[config.mk]
export PLATFORM = sky130hd
export DESIGN_NAME = fetch_flat
export DESIGN_NICKNAME = d
export VERILOG_FILES = /design/src/rtl/fetch_if.sv /design/src/rtl/fetch.sv /design/src/flat_wrapper.sv
export SDC_FILE = /design/constraint.sdc
export NUM_CORES = 1
export LEC_CHECK = 0
export ABC_AREA = 1
export CORE_MARGIN = 2
export CORE_UTILIZATION = 43
export CTS_BUF_LIST = sky130_fd_sc_hd__clkbuf_4 sky130_fd_sc_hd__clkbuf_8
export CTS_CLUSTER_SIZE = 12
export DETAILED_ROUTE_END_ITERATION = 12
export PLACE_DENSITY = 0.75
export SLEW_MARGIN = 20
export SYNTH_ARGS = -nofsm -noshare
export SYNTH_HDL_FRONTEND = slang
export SYNTH_SLANG_ARGS = --single-unit
export TNS_END_PERCENT = 20
[constraint.sdc]
create_clock -name i_clk -period 8.72 [get_ports i_clk]
set_input_delay 2.18 -clock i_clk [delete_from_list [all_inputs] [get_ports i_clk]]
set_output_delay 2.18 -clock i_clk [all_outputs]
set_load 0.1 [all_outputs]
[src/rtl/fetch_if.sv]
// Fetch-stage port bundle: decode control, instruction-memory channel, decode output.
// Latency: n/a (wires only).
// Backpressure: i_stall from decode; o_imem_req is withheld by fetch when no queue credit remains.
// Ports (fetch side, modport slave):
//   i_stall, i_pcsrc, i_nextPC         decode hold / redirect select / redirect target
//   o_imem_req, o_imem_addr, i_imem_gnt request channel (accepted on req && gnt)
//   i_imem_rvalid, i_imem_rdata        in-order read responses
//   o_valid, o_instr, o_pc_plus4       instruction presented to decode
interface fetch_if;
  logic        i_stall;
  logic [1:0]  i_pcsrc;
  logic [31:0] i_nextPC;
  logic        o_imem_req;
  logic [31:0] o_imem_addr;
  logic        i_imem_gnt;
  logic        i_imem_rvalid;
  logic [31:0] i_imem_rdata;
  logic        o_valid;
  logic [31:0] o_instr;
  logic [31:0] o_pc_plus4;

  modport slave (
    input  i_stall, i_pcsrc, i_nextPC, i_imem_gnt, i_imem_rvalid, i_imem_rdata,
    output o_imem_req, o_imem_addr, o_valid, o_instr, o_pc_plus4
  );

  modport master (
    output i_stall, i_pcsrc, i_nextPC, i_imem_gnt, i_imem_rvalid, i_imem_rdata,
    input  o_imem_req, o_imem_addr, o_valid, o_instr, o_pc_plus4
  );
endinterface

[src/rtl/fetch.sv]
// Instruction fetch: issues word requests, queues in-order responses (2 entries) for decode.
// Latency: response written at the edge it arrives, visible on o_valid the next cycle.
// Backpressure: i_stall holds the queue head; requests issue only while outstanding+occupancy-pop < 2.
// Ports: i_clk, i_rst (synchronous, active-high), bus (fetch_if.slave).
module fetch #(
  parameter logic [31:0] RESET_PC = 32'h0000_0000
) (
  input logic    i_clk,
  input logic    i_rst,
  fetch_if.slave bus
);

  logic [31:0] pc;          // address of the next request to issue
  logic [31:0] resp_pc;     // address of the next response that will be kept
  logic [31:0] q_instr [2];
  logic [31:0] q_pc4   [2];
  logic        rd_ptr;
  logic [1:0]  count;       // queue occupancy 0..2
  logic [1:0]  outstanding; // accepted requests not yet answered, kept or dropped
  logic [1:0]  drop;        // responses still owed to a flushed stream

  logic       redirect;
  logic       valid;
  logic       pop;
  logic       req;
  logic       acc;
  logic       rv;
  logic       discard;
  logic       push;
  logic       wr_ptr;
  logic [2:0] committed;
  logic [2:0] out_next;

  always_comb begin
    redirect  = (bus.i_pcsrc != 2'b00);
    valid     = (count != 2'd0);
    // The redirecting instruction is always consumed, even under stall.
    pop       = valid && (redirect || !bus.i_stall);
    // Queue slots already spoken for. Counting dropped-but-outstanding
    // responses is conservative, and because a pop shrinks count at the same
    // edge, a raised but ungranted request can never lose its credit.
    committed = {1'b0, outstanding} + {1'b0, count} - {2'b00, pop};
    req       = !i_rst && (committed < 3'd2);
    acc       = req && bus.i_imem_gnt;
    // A response with nothing outstanding is a protocol error and is ignored.
    rv        = bus.i_imem_rvalid && (outstanding != 2'd0);
    discard   = rv && (redirect || (drop != 2'd0));
    push      = rv && !discard;
    // count==2 wraps the tail onto the head slot; only legal together with a pop.
    wr_ptr    = rd_ptr ^ count[0];
    out_next  = {1'b0, outstanding} + {2'b00, acc} - {2'b00, rv};
  end

  always_ff @(posedge i_clk) begin
    if (i_rst) begin
      pc          <= RESET_PC;
      resp_pc     <= RESET_PC;
      rd_ptr      <= 1'b0;
      count       <= 2'd0;
      outstanding <= 2'd0;
      drop        <= 2'd0;
      q_instr[0]  <= '0;
      q_instr[1]  <= '0;
      q_pc4[0]    <= '0;
      q_pc4[1]    <= '0;
    end else begin
      outstanding <= out_next[1:0];
      if (redirect) begin
        // Everything still in flight, including a request granted this
        // cycle, belongs to the old stream.
        pc      <= bus.i_nextPC;
        resp_pc <= bus.i_nextPC;
        count   <= 2'd0;
        drop    <= out_next[1:0];
      end else begin
        if (acc) begin
          pc <= pc + 32'd4;
        end
        if (discard) begin
          drop <= drop - 2'd1;
        end
        if (push) begin
          q_instr[wr_ptr] <= bus.i_imem_rdata;
          q_pc4[wr_ptr]   <= resp_pc + 32'd4;
          resp_pc         <= resp_pc + 32'd4;
        end
        if (pop) begin
          rd_ptr <= ~rd_ptr;
        end
        count <= count + {1'b0, push} - {1'b0, pop};
      end
    end
  end

  assign bus.o_imem_req  = req;
  assign bus.o_imem_addr = pc;
  assign bus.o_valid     = valid;
  assign bus.o_instr     = q_instr[rd_ptr];
  assign bus.o_pc_plus4  = q_pc4[rd_ptr];

endmodule

[src/flat_wrapper.sv]
// flat-port wrapper written by rule: the top's interface ports become plain ports
module fetch_flat 
#(
  parameter logic [31:0] RESET_PC = 32'h0000_0000
)
  (i_clk, i_rst, bus_i_stall, bus_i_pcsrc, bus_i_nextPC, bus_i_imem_gnt, bus_i_imem_rvalid, bus_i_imem_rdata, bus_o_imem_req, bus_o_imem_addr, bus_o_valid, bus_o_instr, bus_o_pc_plus4);
  fetch_if bus_i ();
  input logic i_clk;
  input logic i_rst;
  input wire logic [$bits(bus_i.i_stall)-1:0] bus_i_stall;
  input wire logic [$bits(bus_i.i_pcsrc)-1:0] bus_i_pcsrc;
  input wire logic [$bits(bus_i.i_nextPC)-1:0] bus_i_nextPC;
  input wire logic [$bits(bus_i.i_imem_gnt)-1:0] bus_i_imem_gnt;
  input wire logic [$bits(bus_i.i_imem_rvalid)-1:0] bus_i_imem_rvalid;
  input wire logic [$bits(bus_i.i_imem_rdata)-1:0] bus_i_imem_rdata;
  output wire logic [$bits(bus_i.o_imem_req)-1:0] bus_o_imem_req;
  output wire logic [$bits(bus_i.o_imem_addr)-1:0] bus_o_imem_addr;
  output wire logic [$bits(bus_i.o_valid)-1:0] bus_o_valid;
  output wire logic [$bits(bus_i.o_instr)-1:0] bus_o_instr;
  output wire logic [$bits(bus_i.o_pc_plus4)-1:0] bus_o_pc_plus4;
  assign bus_i.i_stall = bus_i_stall;
  assign bus_i.i_pcsrc = bus_i_pcsrc;
  assign bus_i.i_nextPC = bus_i_nextPC;
  assign bus_i.i_imem_gnt = bus_i_imem_gnt;
  assign bus_i.i_imem_rvalid = bus_i_imem_rvalid;
  assign bus_i.i_imem_rdata = bus_i_imem_rdata;
  assign bus_o_imem_req = bus_i.o_imem_req;
  assign bus_o_imem_addr = bus_i.o_imem_addr;
  assign bus_o_valid = bus_i.o_valid;
  assign bus_o_instr = bus_i.o_instr;
  assign bus_o_pc_plus4 = bus_i.o_pc_plus4;
  fetch #(.RESET_PC(RESET_PC)) u_core (.i_clk(i_clk), .i_rst(i_rst), .bus(bus_i));
endmodule
==> flow_metrics.env, run 1 <==
export IMPL_finish_instance_area_sq_mm=0.0125
export IMPL_report_final_hold_viol_count=0
export IMPL_setup_tns_final_ns=0
export IMPL_worst_relative_slew_slack_pct=29.4
export IMPL_first_pass_iters=7
export IMPL_setup_worst_path_class="in2out"
export IMPL_postRouteWirelength_mm=24.9
export IMPL_clk_latency_ns=0.48
export IMPL_status="finished, final reports clean"
export IMPL_avg_synthesized_cell_area_sq_um=8.57
export IMPL_worst_hold_path_endpoint="u_core.resp_pc[1]$_SDFFE_PP0P_"
export IMPL_synthFlopType="sky130_fd_sc_hd__edfxtp_1"
export IMPL_i_o_pin_count=169
export IMPL_max_vdd_ir_drop_v=0.0000859
export IMPL_clock_path_buffers=2
export IMPL_final_net_count=1421
export IMPL_drive_above_1_share_pct=11.2
export IMPL_worstReg2RegEnd="u_core.bus.o_imem_addr[11]$_SDFFE_PP0P_"
export IMPL_count_of_cells_along_the_worst_hold_path=2
export IMPL_cp_end_kind="output port"
export IMPL_rr_startpoint="u_core.count[0]$_SDFF_PP0_"
export IMPL_ys_warn_count=0
export IMPL_groute_layer_met1_usage_pct=27.9
export IMPL_drv_slew=0
export IMPL_dr_total_vias=8400
export IMPL_globalRouteMet3Util_pct=4.24
export IMPL_antenna_left=0
export IMPL_fin_crit_sh_pct=77.4
export IMPL_timing_critical_path_slowest_cell_delay_ns=0.50
export IMPL_core_sq_mm=0.0234
export IMPL_setup_worst_path_start_class="input pin"
export IMPL_rows=56
export IMPL_syn_num_nets=1270
export IMPL_clock_slew_seen_by_the_registers_of_the_worst_setup_and_hold_paths_ns=0.11
export IMPL_design_power_total_mw=2.22
export IMPL_vias_per_cell=5.02
export IMPL_power_density_cell_area_mw_per_mm2=177
export IMPL_dpl_hpwl_mm=16.9
export IMPL_timing_hold_worst_class="reg2reg"
export IMPL_logic_depth_of_the_worst_register_to_register_path=16
export IMPL_fill_cells=2129
export IMPL_postSynth_asyncResetShare_pct=0
export IMPL_num_antenna_cells=0
export IMPL_globalRouteTotalUtil_pct=20.2
export IMPL_met2_layer_usage_reported_by_global_route_pct=32.5
export IMPL_die_ht_um=158
export IMPL_cpMostUsedCell="sky130_fd_sc_hd__inv_1"
export IMPL_routedWlPerCell_um=14.9
export IMPL_fin_util_pct=53.5
export IMPL_cts_setup_buffers=0
export IMPL_post_synth_instance_area_sq_mm=0.0102
export IMPL_worstPathMaxFanout=2
export IMPL_netlist_cell_type_count=43
export IMPL_grt_first_pass_wirelength_mm=39.5
export IMPL_grt_setup_unrepaired="no"
export IMPL_area_enclosed_by_the_die_boundary_sq_mm=0.0250
export IMPL_die_width_um=158
export IMPL_syn_inst=1190
export IMPL_cts_tree="done"
export IMPL_worst_endpoint_arrival_ns=4.57
export IMPL_ff2ff_setup_slack_ns=5.35
export IMPL_timing_final_setup_violations=0
export IMPL_io_buffers=168
export IMPL_grt_max_degree=65
export IMPL_fin_worst_skew_ns=0.0159
export IMPL_grt_antenna_before_repair=0
export IMPL_achievable_frequency_ghz=0.148
export IMPL_synth_enable_flop_cells=128
export IMPL_seq_cells_post_synth=198
export IMPL_initialDrtViolationCount=593
export IMPL_timing_worst_slew_pin_value_ns=1.06
export IMPL_clk_root_buffer_cell="sky130_fd_sc_hd__clkbuf_8"
export IMPL_holdWs_ns=0.523
export IMPL_cts_resized_gates=0
export IMPL_start_util_pct=43.6
export IMPL_synth_seq_area_share_pct=51.4
export IMPL_power_static_leakage_nw=5.00
export IMPL_gp_congestion=0.917
export IMPL_cp_data_required_time_ns=6.54
export IMPL_dpl_cell_area_sq_mm=0.0121
export IMPL_period_needed_ns=6.75
export IMPL_crit_chain="clkdlybuf4s50_1 -> nor2_4 -> a21boi_0 -> ha_1 -> inv_1 -> nand2_1 -> fa_1 -> inv_1 -> nor2_1 -> nand3_1 -> inv_1 -> buf_4"
export IMPL_number_of_global_route_vias_before_repair=7987
export IMPL_sink_count_of_the_clock_tree=198
export IMPL_syn2layout_area_growth_pct=22.8
export IMPL_grt_busiest_layer="met2"
export IMPL_crit_path_top_delay_cell="sky130_fd_sc_hd__clkdlybuf4s50_1"
export IMPL_overflow_left_after_global_routing=0
export IMPL_cts_made_buffers=17
export IMPL_htree_num_levels=4
export IMPL_holdBufCountCts=0
export IMPL_timing_max_cap_violations=0
export IMPL_hold_path_startpoint="u_core.resp_pc[1]$_SDFFE_PP0P_"
export IMPL_route_detailed_drc=0
cell type report:
| cell class | instances | area [sq um] | area share (%) |
|---|---|---|---|
| clock buffers | 17 | 234 | 1.87 |
| inverters | 152 | 571 | 4.56 |
| well taps | 319 | 399 | 3.19 |
| repair buffers | 176 | 1740 | 13.9 |
| flip-flops and latches | 198 | 5250 | 41.9 |
| clock inverters | 15 | 160 | 1.28 |
| multi-input cells | 796 | 4170 | 33.3 |
cells in the mapped netlist (8+ instances only):
library cell / number / area, sq um
sky130_fd_sc_hd__a21oi_1: 51 / 255
sky130_fd_sc_hd__buf_2: 25 / 125
sky130_fd_sc_hd__clkbuf_1: 10 / 37.5
sky130_fd_sc_hd__dfxtp_1: 70 / 1400
sky130_fd_sc_hd__edfxtp_1: 128 / 3840
sky130_fd_sc_hd__ha_1: 8 / 100
sky130_fd_sc_hd__inv_1: 146 / 548
sky130_fd_sc_hd__mux2_2: 64 / 721
sky130_fd_sc_hd__nand2_1: 264 / 991
sky130_fd_sc_hd__nand3_1: 67 / 335
sky130_fd_sc_hd__nor2_1: 195 / 732
sky130_fd_sc_hd__nor2_2: 8 / 50.1
sky130_fd_sc_hd__nor2_4: 11 / 124
sky130_fd_sc_hd__o21ai_0: 60 / 300
sky130_fd_sc_hd__xor2_1: 12 / 105
flip-flops by register name, summed over array words and instances (netlist names), named ones only:
register,count
u_core.bus.o_imem_addr,31
u_core.count,2
u_core.drop,2
u_core.outstanding,2
u_core.q_instr,64
u_core.q_pc4,64
u_core.rd_ptr,1
u_core.resp_pc,31
per-stage QoR:
stage	setup WS, ns	instances
3_3_place_gp	2.06	1641
6_report	1.97	1673
4_1_cts	1.96	1673
3_5_place_dp	1.97	1641
2_1_floorplan	2.33	1190
5_1_grt	1.81	1673
layout by cell type (no fill, tap or decap), drive strengths merged, types with 4 or more instances in the layout:
master	instances
clkdlybuf4s50	167
or2	4
ha	8
nand4	7
dfxtp	70
clkinv	4
nand3	69
nand2	269
a21oi	51
nor2	216
xor2	14
edfxtp	128
o21ai	67
nor3	6
buf	9
clkbuf	17
inv	159
mux2	64
power breakdown:
group / internal (mW) / switching (mW) / leakage [nW]
Combinational: 0.144 / 0.388 / 2.91
Sequential: 1.05 / 0.0402 / 1.90
Clock: 0.238 / 0.354 / 0.193
Total: 1.43 / 0.782 / 5.00
worst max path at each step:
stage	start	to	slack [ns]	cells after the start
floorplan	bus_i_pcsrc[1]	bus_o_imem_req	2.33	10
global placement	bus_i_pcsrc[1]	bus_o_imem_req	2.06	12
detailed placement	bus_i_pcsrc[1]	bus_o_imem_req	1.97	12
CTS	bus_i_pcsrc[1]	bus_o_imem_req	1.96	12
global route	bus_i_pcsrc[1]	bus_o_imem_req	1.81	12
finish	bus_i_pcsrc[1]	bus_o_imem_req	1.97	12
layer usage:
metal,wire length (um),vias up
met2,11100,325
met4,205,0
li1,-,4146
met3,1850,21
met1,11800,3908
met5,0,-
critical path: cells and delay by family:
family / cells / cell delay, ns
buffers and inverters: 5 / 1.00
adders and majority gates: 2 / 0.78
and+or+nand+nor: 4 / 0.34
AOI/OAI and AO/OA: 1 / 0.27
cell families after synthesis:
logic type / count (synthesis) / share of synthesized area [%]
AOI/OAI and AO/OA: 130 / 6.69
xor gates and xnor gates: 17 / 1.68
adders and majority gates: 9 / 1.18
buffers and inverters: 196 / 7.68
DFF: 198 / 51.4
muxes: 64 / 7.07
and+or+nand+nor: 576 / 24.3
Power figures use the tool's default switching activity.
==> run 2, diff against run 1 <==
--- a/config.mk
+++ b/config.mk
@@ -11,7 +11,7 @@
 export CTS_BUF_LIST = sky130_fd_sc_hd__clkbuf_4 sky130_fd_sc_hd__clkbuf_8
 export CTS_CLUSTER_SIZE = 12
 export DETAILED_ROUTE_END_ITERATION = 12
-export PLACE_DENSITY = 0.75
+export PLACE_DENSITY = 0.77
 export SLEW_MARGIN = 20
 export SYNTH_ARGS = -nofsm -noshare
 export SYNTH_HDL_FRONTEND = slang
==> constraint.sdc (replaced) <==
create_clock -name i_clk -period 5.9 [get_ports i_clk]
set_input_delay 1.475 -clock i_clk [delete_from_list [all_inputs] [get_ports i_clk]]
set_output_delay 1.475 -clock i_clk [all_outputs]
set_load 0.1 [all_outputs]
==> run 2 against run 1 <==
First-iteration DRC count shrank 19%. Final cell count rose by 0.24%. Worst setup slack worse by 1.4 ns. Clock skew increased by 0.0037 ns. Non-clock buffer count increased by 4. Core utilization is 0.11 points higher.
==> flow_metrics.env, run 2 (synthesis gave the netlist of run 1 again) <==
export IMPL_grt_max_degree=61
export IMPL_mostFrequentLayoutCells="sky130_fd_sc_hd__nand2_1 (262), sky130_fd_sc_hd__nor2_1 (195), sky130_fd_sc_hd__clkdlybuf4s50_1 (167)"
export IMPL_dpl_cell_area_sq_mm=0.0122
export IMPL_initialDrtViolationCount=483
export IMPL_cpMostUsedCell="sky130_fd_sc_hd__inv_1"
export IMPL_achievable_frequency_ghz=0.189
export IMPL_postLayoutSetupSlackWorst_ns=0.618
export IMPL_biggest_registers_after_layout="u_core.q_instr (64), u_core.q_pc4 (64)"
export IMPL_timing_worst_slew_pin_value_ns=1.07
export IMPL_fin_crit_sh_pct=89.5
export IMPL_clk_latency_ns=0.48
export IMPL_cts_made_buffers=17
export IMPL_max_vdd_ir_drop_v=0.000125
export IMPL_dr_total_vias=8379
export IMPL_die_ht_um=158
export IMPL_timing_critical_path_slowest_cell_delay_ns=0.51
export IMPL_place_ws_ns=0.621
export IMPL_antenna_left=0
export IMPL_dpl_hpwl_mm=17.2
export IMPL_grt_first_pass_wirelength_mm=39.2
export IMPL_holdBufCountCts=0
export IMPL_globalRouteTotalUtil_pct=19.9
export IMPL_drive_above_1_share_pct=11.2
export IMPL_finish_instance_area_sq_mm=0.0125
export IMPL_rows=56
export IMPL_core_sq_mm=0.0234
export IMPL_cts_setup_buffers=0
export IMPL_grt_antenna_before_repair=0
export IMPL_crit_path_top_delay_cell="sky130_fd_sc_hd__clkdlybuf4s50_1"
export IMPL_placed_cells=1645
export IMPL_period_needed_ns=5.28
export IMPL_clock_slew_seen_by_the_registers_of_the_worst_setup_and_hold_paths_ns=0.09
export IMPL_worst_endpoint_arrival_ns=3.81
export IMPL_number_of_global_route_vias_before_repair=8077
export IMPL_crit_chain="clkdlybuf4s50_1 -> nor2_4 -> a21boi_0 -> ha_1 -> inv_1 -> nand2_1 -> fa_1 -> inv_1 -> nor2_1 -> nand3_1 -> inv_1 -> buf_12"
export IMPL_fin_worst_skew_ns=0.0196
export IMPL_final_common_cell="sky130_fd_sc_hd__nand2_1"
export IMPL_grt_setup_unrepaired="no"
export IMPL_die_width_um=158
export IMPL_final_net_count=1425
export IMPL_worstPathMaxFanout=2
export IMPL_timing_final_setup_violations=0
export IMPL_critical_path_top_delay_family="buffers and inverters"
export IMPL_cp_end_kind="output port"
export IMPL_cts_resized_gates=0
export IMPL_timing_max_cap_violations=0
export IMPL_timing_hold_worst_class="reg2reg"
export IMPL_vias_per_cell=5.00
export IMPL_io_buffers=168
export IMPL_overflow_left_after_global_routing=0
export IMPL_power_density_cell_area_mw_per_mm2=257
export IMPL_first_pass_iters=5
export IMPL_gp_congestion=0.930
export IMPL_crit_buf_inv=5
export IMPL_fill_cells=2137
export IMPL_status="finished, final reports clean"
export IMPL_setup_worst_path_start_class="input pin"
export IMPL_i_o_pin_count=169
export IMPL_drv_slew=0
export IMPL_fin_cells=1677
export IMPL_area_enclosed_by_the_die_boundary_sq_mm=0.0250
export IMPL_routedWlPerCell_um=14.7
export IMPL_setup_worst_path_class="in2out"
export IMPL_syn2layout_area_growth_pct=23.1
export IMPL_power_static_leakage_nw=5.02
export IMPL_route_detailed_drc=0
export IMPL_clk_root_buffer_cell="sky130_fd_sc_hd__clkbuf_8"
export IMPL_sink_count_of_the_clock_tree=198
export IMPL_start_util_pct=43.6
export IMPL_num_antenna_cells=0
export IMPL_cp_data_required_time_ns=4.43
export IMPL_worst_relative_slew_slack_pct=28.2
export IMPL_report_final_hold_viol_count=0
export IMPL_setup_tns_final_ns=0
export IMPL_clock_path_buffers=2
export IMPL_htree_num_levels=4
export IMPL_cts_tree="done"
export IMPL_postRouteWirelength_mm=24.7
run 2: final cells by class:
type | count | area (sq um) | share of cell area (%)
inverter | 152 | 571 | 4.55
tap | 319 | 399 | 3.18
clock inverter | 15 | 130 | 1.04
clock buffer | 17 | 234 | 1.86
timing repair buffer | 180 | 1790 | 14.3
sequential | 198 | 5250 | 41.8
multi-input combinational | 796 | 4170 | 33.3
run 2: through the flow:
step	utilization (%)	hold slack, ns	total power, mW
2_1_floorplan	-	0.465	2.21
3_5_place_dp	52.1	0.513	2.43
5_1_grt	53.6	0.571	3.36
3_3_place_gp	52.1	0.498	2.42
6_report	53.6	0.522	3.23
4_1_cts	53.6	0.528	3.25
run 2: per-layer routing:
layer,up-vias,wire length (um),track usage (%)
met5,-,0,0
met4,0,345,5.71
met3,32,1940,4.02
met2,338,11000,32.3
met1,3863,11400,27.2
li1,4146,-,-
run 2: report_power, final:
group          leakage [nW]  internal, mW  switching, mW  total (mW)
registers              1.90          1.55         0.0592        1.61
logic                  2.93         0.222          0.573       0.795
clock network         0.181         0.336          0.487       0.824
run 2: tightest hold or removal path, stage by stage, from the launching register on:
cell                      delay (ns)
sky130_fd_sc_hd__dfxtp_1        0.32
sky130_fd_sc_hd__inv_1          0.09
sky130_fd_sc_hd__a21oi_1        0.07
run 2: worst paths after layout:
| kind | endpoint | startpoint | slack, ns | cells past startpoint |
|---|---|---|---|---|
| worst min register to register | u_core.resp_pc[1]$_SDFFE_PP0P_ | u_core.resp_pc[1]$_SDFFE_PP0P_ | 0.52 | 2 |
| worst max-delay path | bus_o_imem_req | bus_i_pcsrc[0] | 0.62 | 12 |
| worst min-delay path | u_core.resp_pc[1]$_SDFFE_PP0P_ | u_core.resp_pc[1]$_SDFFE_PP0P_ | 0.52 | 2 |
| worst max register to register | u_core.drop[1]$_SDFFE_PP0P_ | u_core.count[0]$_SDFF_PP0_ | 2.65 | 16 |
